**src/rtl/mini_alu_seq.sv**
```systemverilog
// Sequencer that drives registered operands into an external combinational ALU and captures its result.
// Optional result self-check against an internal model is enabled by defining MINI_ALU_SEQ_SELFCHECK_EN.
module mini_alu_seq #(
    parameter int WIDTH         = 4,
    parameter int SETTLE_CYCLES = 1
) (
    input  logic             clk,
    input  logic             rst,
    input  logic             cmd_valid,
    output logic             cmd_ready,
    input  logic [WIDTH-1:0] cmd_a,
    input  logic [WIDTH-1:0] cmd_b,
    input  logic [1:0]       cmd_sel,
    output logic [WIDTH-1:0] alu_a,
    output logic [WIDTH-1:0] alu_b,
    output logic [1:0]       alu_sel,
    input  logic [WIDTH-1:0] alu_y,
    output logic             rsp_valid,
    input  logic             rsp_ready,
    output logic [WIDTH-1:0] rsp_y,
    output logic             rsp_mismatch,
    output logic [7:0]       err_count,
    output logic             busy
);

    localparam int CNT_W = (SETTLE_CYCLES > 1) ? $clog2(SETTLE_CYCLES) : 1;
    localparam logic [CNT_W-1:0] CNT_INIT = CNT_W'(SETTLE_CYCLES - 1);

    typedef enum logic [1:0] {
        IDLE    = 2'b00,
        SETTLE  = 2'b01,
        CAPTURE = 2'b10,
        RESP    = 2'b11
    } state_t;

    state_t           state_q, state_d;
    logic [WIDTH-1:0] alu_a_q, alu_a_d;
    logic [WIDTH-1:0] alu_b_q, alu_b_d;
    logic [1:0]       alu_sel_q, alu_sel_d;
    logic [CNT_W-1:0] cnt_q, cnt_d;
    logic [WIDTH-1:0] rsp_y_q, rsp_y_d;

    always_ff @(posedge clk or posedge rst) begin
        if (rst) begin
            state_q <= IDLE;
        end else begin
            state_q <= state_d;
        end
    end

    always_comb begin
        state_d = state_q;
        case (state_q)
            IDLE:    if (cmd_valid) state_d = SETTLE;
            SETTLE:  if (cnt_q == '0) state_d = CAPTURE;
            CAPTURE: state_d = RESP;
            RESP:    if (rsp_ready) state_d = IDLE;
            default: state_d = IDLE;
        endcase
    end

    always_comb begin
        cmd_ready = 1'b0;
        rsp_valid = 1'b0;
        busy      = 1'b1;
        case (state_q)
            IDLE: begin
                cmd_ready = 1'b1;
                busy      = 1'b0;
            end
            RESP:    rsp_valid = 1'b1;
            default: ;
        endcase
    end

    // Operands only move on acceptance, so the ALU inputs stay put until the response is consumed.
    always_comb begin
        alu_a_d   = alu_a_q;
        alu_b_d   = alu_b_q;
        alu_sel_d = alu_sel_q;
        cnt_d     = cnt_q;
        rsp_y_d   = rsp_y_q;
        case (state_q)
            IDLE: begin
                if (cmd_valid) begin
                    alu_a_d   = cmd_a;
                    alu_b_d   = cmd_b;
                    alu_sel_d = cmd_sel;
                    cnt_d     = CNT_INIT;
                end
            end
            SETTLE:  if (cnt_q != '0) cnt_d = cnt_q - CNT_W'(1);
            CAPTURE: rsp_y_d = alu_y;
            default: ;
        endcase
    end

    always_ff @(posedge clk or posedge rst) begin
        if (rst) begin
            alu_a_q   <= '0;
            alu_b_q   <= '0;
            alu_sel_q <= 2'b00;
            cnt_q     <= '0;
            rsp_y_q   <= '0;
        end else begin
            alu_a_q   <= alu_a_d;
            alu_b_q   <= alu_b_d;
            alu_sel_q <= alu_sel_d;
            cnt_q     <= cnt_d;
            rsp_y_q   <= rsp_y_d;
        end
    end

    assign alu_a   = alu_a_q;
    assign alu_b   = alu_b_q;
    assign alu_sel = alu_sel_q;
    assign rsp_y   = rsp_y_q;

`ifdef MINI_ALU_SEQ_SELFCHECK_EN
    function automatic logic [WIDTH-1:0] alu_model(
        input logic [WIDTH-1:0] a,
        input logic [WIDTH-1:0] b,
        input logic [1:0]       sel
    );
        logic [WIDTH-1:0] y;
        case (sel)
            2'b00:   y = a & b;
            2'b01:   y = a | b;
            2'b10:   y = a + b;
            default: y = a - b;
        endcase
        return y;
    endfunction

    logic       mism_q, mism_d;
    logic [7:0] err_q, err_d;

    always_comb begin
        mism_d = mism_q;
        err_d  = err_q;
        if (state_q == CAPTURE) begin
            mism_d = (alu_y != alu_model(alu_a_q, alu_b_q, alu_sel_q));
            if (mism_d && (err_q != 8'hFF)) err_d = err_q + 8'd1;
        end
    end

    always_ff @(posedge clk or posedge rst) begin
        if (rst) begin
            mism_q <= 1'b0;
            err_q  <= 8'd0;
        end else begin
            mism_q <= mism_d;
            err_q  <= err_d;
        end
    end

    assign rsp_mismatch = mism_q;
    assign err_count    = err_q;
`else
    assign rsp_mismatch = 1'b0;
    assign err_count    = 8'd0;
`endif

endmodule

```
**config.mk**
```make
export PLATFORM = sky130hd
export DESIGN_NAME = mini_alu_seq
export DESIGN_NICKNAME = d
export VERILOG_FILES = /design/src/rtl/mini_alu_seq.sv
export SDC_FILE = /design/constraint.sdc
export NUM_CORES = 1
export LEC_CHECK = 0
export ABC_AREA = 1
export CAP_MARGIN = 0
export CORE_UTILIZATION = 37
export CTS_CLUSTER_DIAMETER = 200
export DETAILED_ROUTE_END_ITERATION = 10
export PLACE_DENSITY = 0.79
export SYNTH_ARGS = -nofsm -noshare
export SYNTH_HDL_FRONTEND = slang
export SYNTH_SLANG_ARGS = --single-unit
```
**constraint.sdc**
```tcl
create_clock -name clk -period 1.5 [get_ports clk]
set_input_delay 0.3 -clock clk [delete_from_list [all_inputs] [get_ports clk]]
set_output_delay 0.3 -clock clk [all_outputs]
set_load 0.02 [all_outputs]
```
-- Word level (Yosys, flattened, before mapping)
Cells that the tools add are included.
- bits in registers: 17
- output and inout bits: 26
- logic and storage cells: 28
- $add $sub $neg: 1
- equality and inequality tests: 6
- muxes and demuxes: 10
- reductions and logical operators: 5
- operators by type and width (cell ; number):
    $pmux W2 S4 ; 1
    $mux W2 ; 3
    $ne A2 B2 Y1 const B ; 3
    $mux W1 ; 5
    $eq A2 B2 Y1 const B ; 2
    $reduce_and A2 Y1 ; 2
    $reduce_and A3 Y1 ; 1
    $eq A2 B1 Y1 const B ; 1
    $logic_not A2 Y1 ; 1
    $pmux W1 S2 ; 1
    $reduce_bool A2 Y1 ; 1
    $sub A1 B1 Y1 const B ; 1

-- Longest topological paths before layout
- depth in word-level cells: 3
- gate-level depth with buffers: 6
- gate-level depth less buffers: 6

-- Least setup slack after synthesis
OpenSTA, ideal clock, no wires.
- path type: register to output
- from: register state_q[0]
- to: output busy
- data arrival time: 802 ps
- data required time: 1200 ps
- setup slack: 398 ps
- stages on the path, launching flop included: 4
- path through: dfrtp_1 -> inv_1 -> ha_1 -> inv_1
- longest elaborated chain between the ends: 2
- RTL lines (element ; line ; text):
    start: declaration ; 36 ; state_t state_q, state_d;
    start signal: assignment ; 47 ; state_q <= state_d;
    $logic_not A2 Y1 ; 66 ; case (state_q)
    $mux W1 ; 66 ;
    end: declaration ; 23 ; output logic busy
No other way between the ends.

-- Final worst setup path
- from: register state_q[0]
- to: output rsp_valid
- longest elaborated chain between the ends: 2
- RTL lines (element ; line ; text):
    $eq A2 B2 Y1 ; 66 ;
    $mux W1 ; 66 ;
    end: declaration ; 18 ; output logic rsp_valid,
No other way between the ends.

==> metrics list <==
- Synth unique cells: 10
- Core Rows: 16
- Die Wd: 48.1 microns
- Clock root buffer: sky130_fd_sc_hd__clkbuf_4
* Gpl congestion: 0.665
- Via count of the first global-routing pass: 572
- Post-cts hold buffer count: 0
* Total Power: 2310 uW
* Diode insertion count for antenna repair: 0
- Entering global routing, the biggest net connects 17 pins.
* CTS tree: done
- Seq cells post-synth: 16
- Count of unresolved DRC violations after routing: 0
- Crit path capture type: output pin
* Global-route wire length before repair: 2330 microns
* Post-route fraction of the period consumed by the critical path: 94.7%
- Clock-pin slew of the registers on the worst-case setup and hold paths: 0.09 ns
- Fill cell instance count of the final layout: 191
- First drt pass iteration count: 4
* Unrepaired setup endpoints after global routing: no
- For this block, the routed nets add up to 1580 microns of wire.
- The count of buffers added on input and output ports is 34.
* Core outline area: 1980 sq um
- Startpoint type of the worst setup path: flop
* Static leakage power: 0.000656 uW
- Type of the worst setup path: reg -> out
* Die Area: 2310 sq um
- Count of pins on the block boundary: 44
- Hold/Removal Path Class: in -> async
* Peak supply drop: 1.03 mV
* Starting density of the core: 39.6%
* Detailed-route via count: 693
* Synth Warn #: 0
* Number of instances in the synthesized netlist: 92
- Status: finished clean
- Final-report hold violation count: 0
* Share of layout cells above drive strength 1: 14.3%
- Counting the buffers created by CTS gives 3.
- Relative to the synthesized area, the layout overhead comes to 48.6%.
- Setup repair bufs after CTS: 0
- After the first detailed-routing iteration, the DRC count stood at 15.
- Final-report max-slew violation count: 0
- The net count of the finished layout is 156.
* Seq/Total Area, Yosys: 51.0%
* Post-detailed-route wirelength per cell: 9.89 microns
- Max-cap violations in this run came to 0.
- Sum of net half-perimeters after detailed placement: 1240 microns
- Crit path required time: 1.20 ns
- Static timing analysis puts the maximum clock frequency at 704 MHz.
* Most common cell after layout, fill and taps aside: sky130_fd_sc_hd__nand2_1
* PwrDens: 1980 nW/um^2
* GRT Residual Overflow: 0
- Minimum clock period: 1.42 ns
- Endpoint arrival time on the critical path: 1.12 ns
- Synthesized cell area: 786 sq um
- Routed Antenna Nets: 0
* Final core utilization: 58.9%
* Overall routing resource usage: 14.8%
- Antenna violations before repair: 0
- No sink is reached through more buffers than the 2 on the longest clock path.
* Ratio of routed vias to standard cells: 4.33
- Deepest level of the CTS H-tree: 1
- For the worst-skew pair, the clock arrives at the later sink with an insertion delay of 0.27 ns.
- Peak fanout along the critical path: 2
- Clock Skews: 0.00187 ns
- The floorplan step set the die height to 48.1 microns.
- For this design, the sink count on the clock tree is 16.
- Endpoints failing setup: 0
- A synthesized cell averages 8.54 sq um.
- Most frequent cells in the layout: 39 x sky130_fd_sc_hd__nand2_1, 17 x sky130_fd_sc_hd__clkdlybuf4s50_1, 16 x sky130_fd_sc_hd__dfrtp_1
metrics by stage:
stage          TNS, ns  std cells  area (sq um)  hold WS [ns]  setup WS, ns
6_report             0        160          1170         0.319        0.0797
5_1_grt              0        160          1170         0.365        0.0169
4_1_cts              0        160          1150         0.315        0.0159
3_5_place_dp    -0.160        156          1150         0.462       -0.0979
3_3_place_gp   -0.0981        156          1150         0.453       -0.0668
2_1_floorplan        0        100           816         0.214         0.398
synthesized netlist by cell type:
master	instances	area share, %
sky130_fd_sc_hd__nand2_1	39	19
sky130_fd_sc_hd__dfrtp_1	16	51
sky130_fd_sc_hd__nand3_1	12	7.6
sky130_fd_sc_hd__buf_4	10	9.6
sky130_fd_sc_hd__inv_1	6	2.9
sky130_fd_sc_hd__ha_1	4	6.4
sky130_fd_sc_hd__nand2_2	2	1.6
sky130_fd_sc_hd__buf_6	1	1.4
sky130_fd_sc_hd__conb_1	1	0.48
sky130_fd_sc_hd__inv_2	1	0.48
power breakdown:
group | internal [uW] | leakage, uW | switching [uW] | total, uW
Clock | 147 | 0.0000210 | 126 | 273
Sequential | 641 | 0.000198 | 98.1 | 739
Combinational | 524 | 0.000437 | 771 | 1290
worst max-delay path, stage by stage (launching register included):
cell and delay (ns):
sky130_fd_sc_hd__dfrtp_1 0.40, sky130_fd_sc_hd__buf_4 0.14, sky130_fd_sc_hd__ha_2 0.18, sky130_fd_sc_hd__buf_6 0.13
what timing repair did:
item / 4_1_cts / 5_1_grt
gates cloned: 0 / 0
endpoints found under the setup margin: 17 / 3
gates resized for setup: 26 / 7
per-layer routing:
layer / track usage, % / share of wire, % / routed length (microns) / vias to the layer above
li1: - / - / - / 346
met1: 18.0 / 46 / 735 / 317
met2: 24.9 / 47 / 737 / 28
met3: 3.40 / 6.4 / 102 / 2
met4: 6.67 / 0.38 / 6 / 0
met5: 0 / 0 / 0 / -
worst paths after layout:
check                      depth (start not counted)  slack (ns)        from        end
max                                                3        0.08  state_q[0]  rsp_valid
min                                                3        0.32         rst   alu_b[3]
max reg2reg                                        6        0.24  state_q[0]   alu_a[1]
min reg2reg                                        2        0.47    rsp_y[1]   rsp_y[1]
max in group asynchronous                          3        1.00         rst   rsp_y[2]
min in group clk                                   2        0.47    rsp_y[1]   rsp_y[1]
layout make-up:
class / instances / area (sq um) / share of cell area, %
clock buffer: 4 / 36.3 / 3.11
inverter: 7 / 26.3 / 2.25
multi-input combinational: 66 / 305 / 26.2
sequential: 16 / 400 / 34.3
tap: 27 / 33.8 / 2.89
timing repair buffer: 40 / 365 / 31.3
registers in the layout, summed over array words and instances (netlist names):
signal / cells
alu_a: 4
state_q: 2
rsp_y: 4
alu_b: 4
alu_sel: 2
logic make-up after synthesis:
family / share of synthesized area [%]
adder cells (fa/ha/maj): 6.37
flip-flops: 51.0
buffers and inverters: 14.3
other: 0.477
AND/OR/NAND/NOR: 27.9
(Power assumes the default switching activity.)
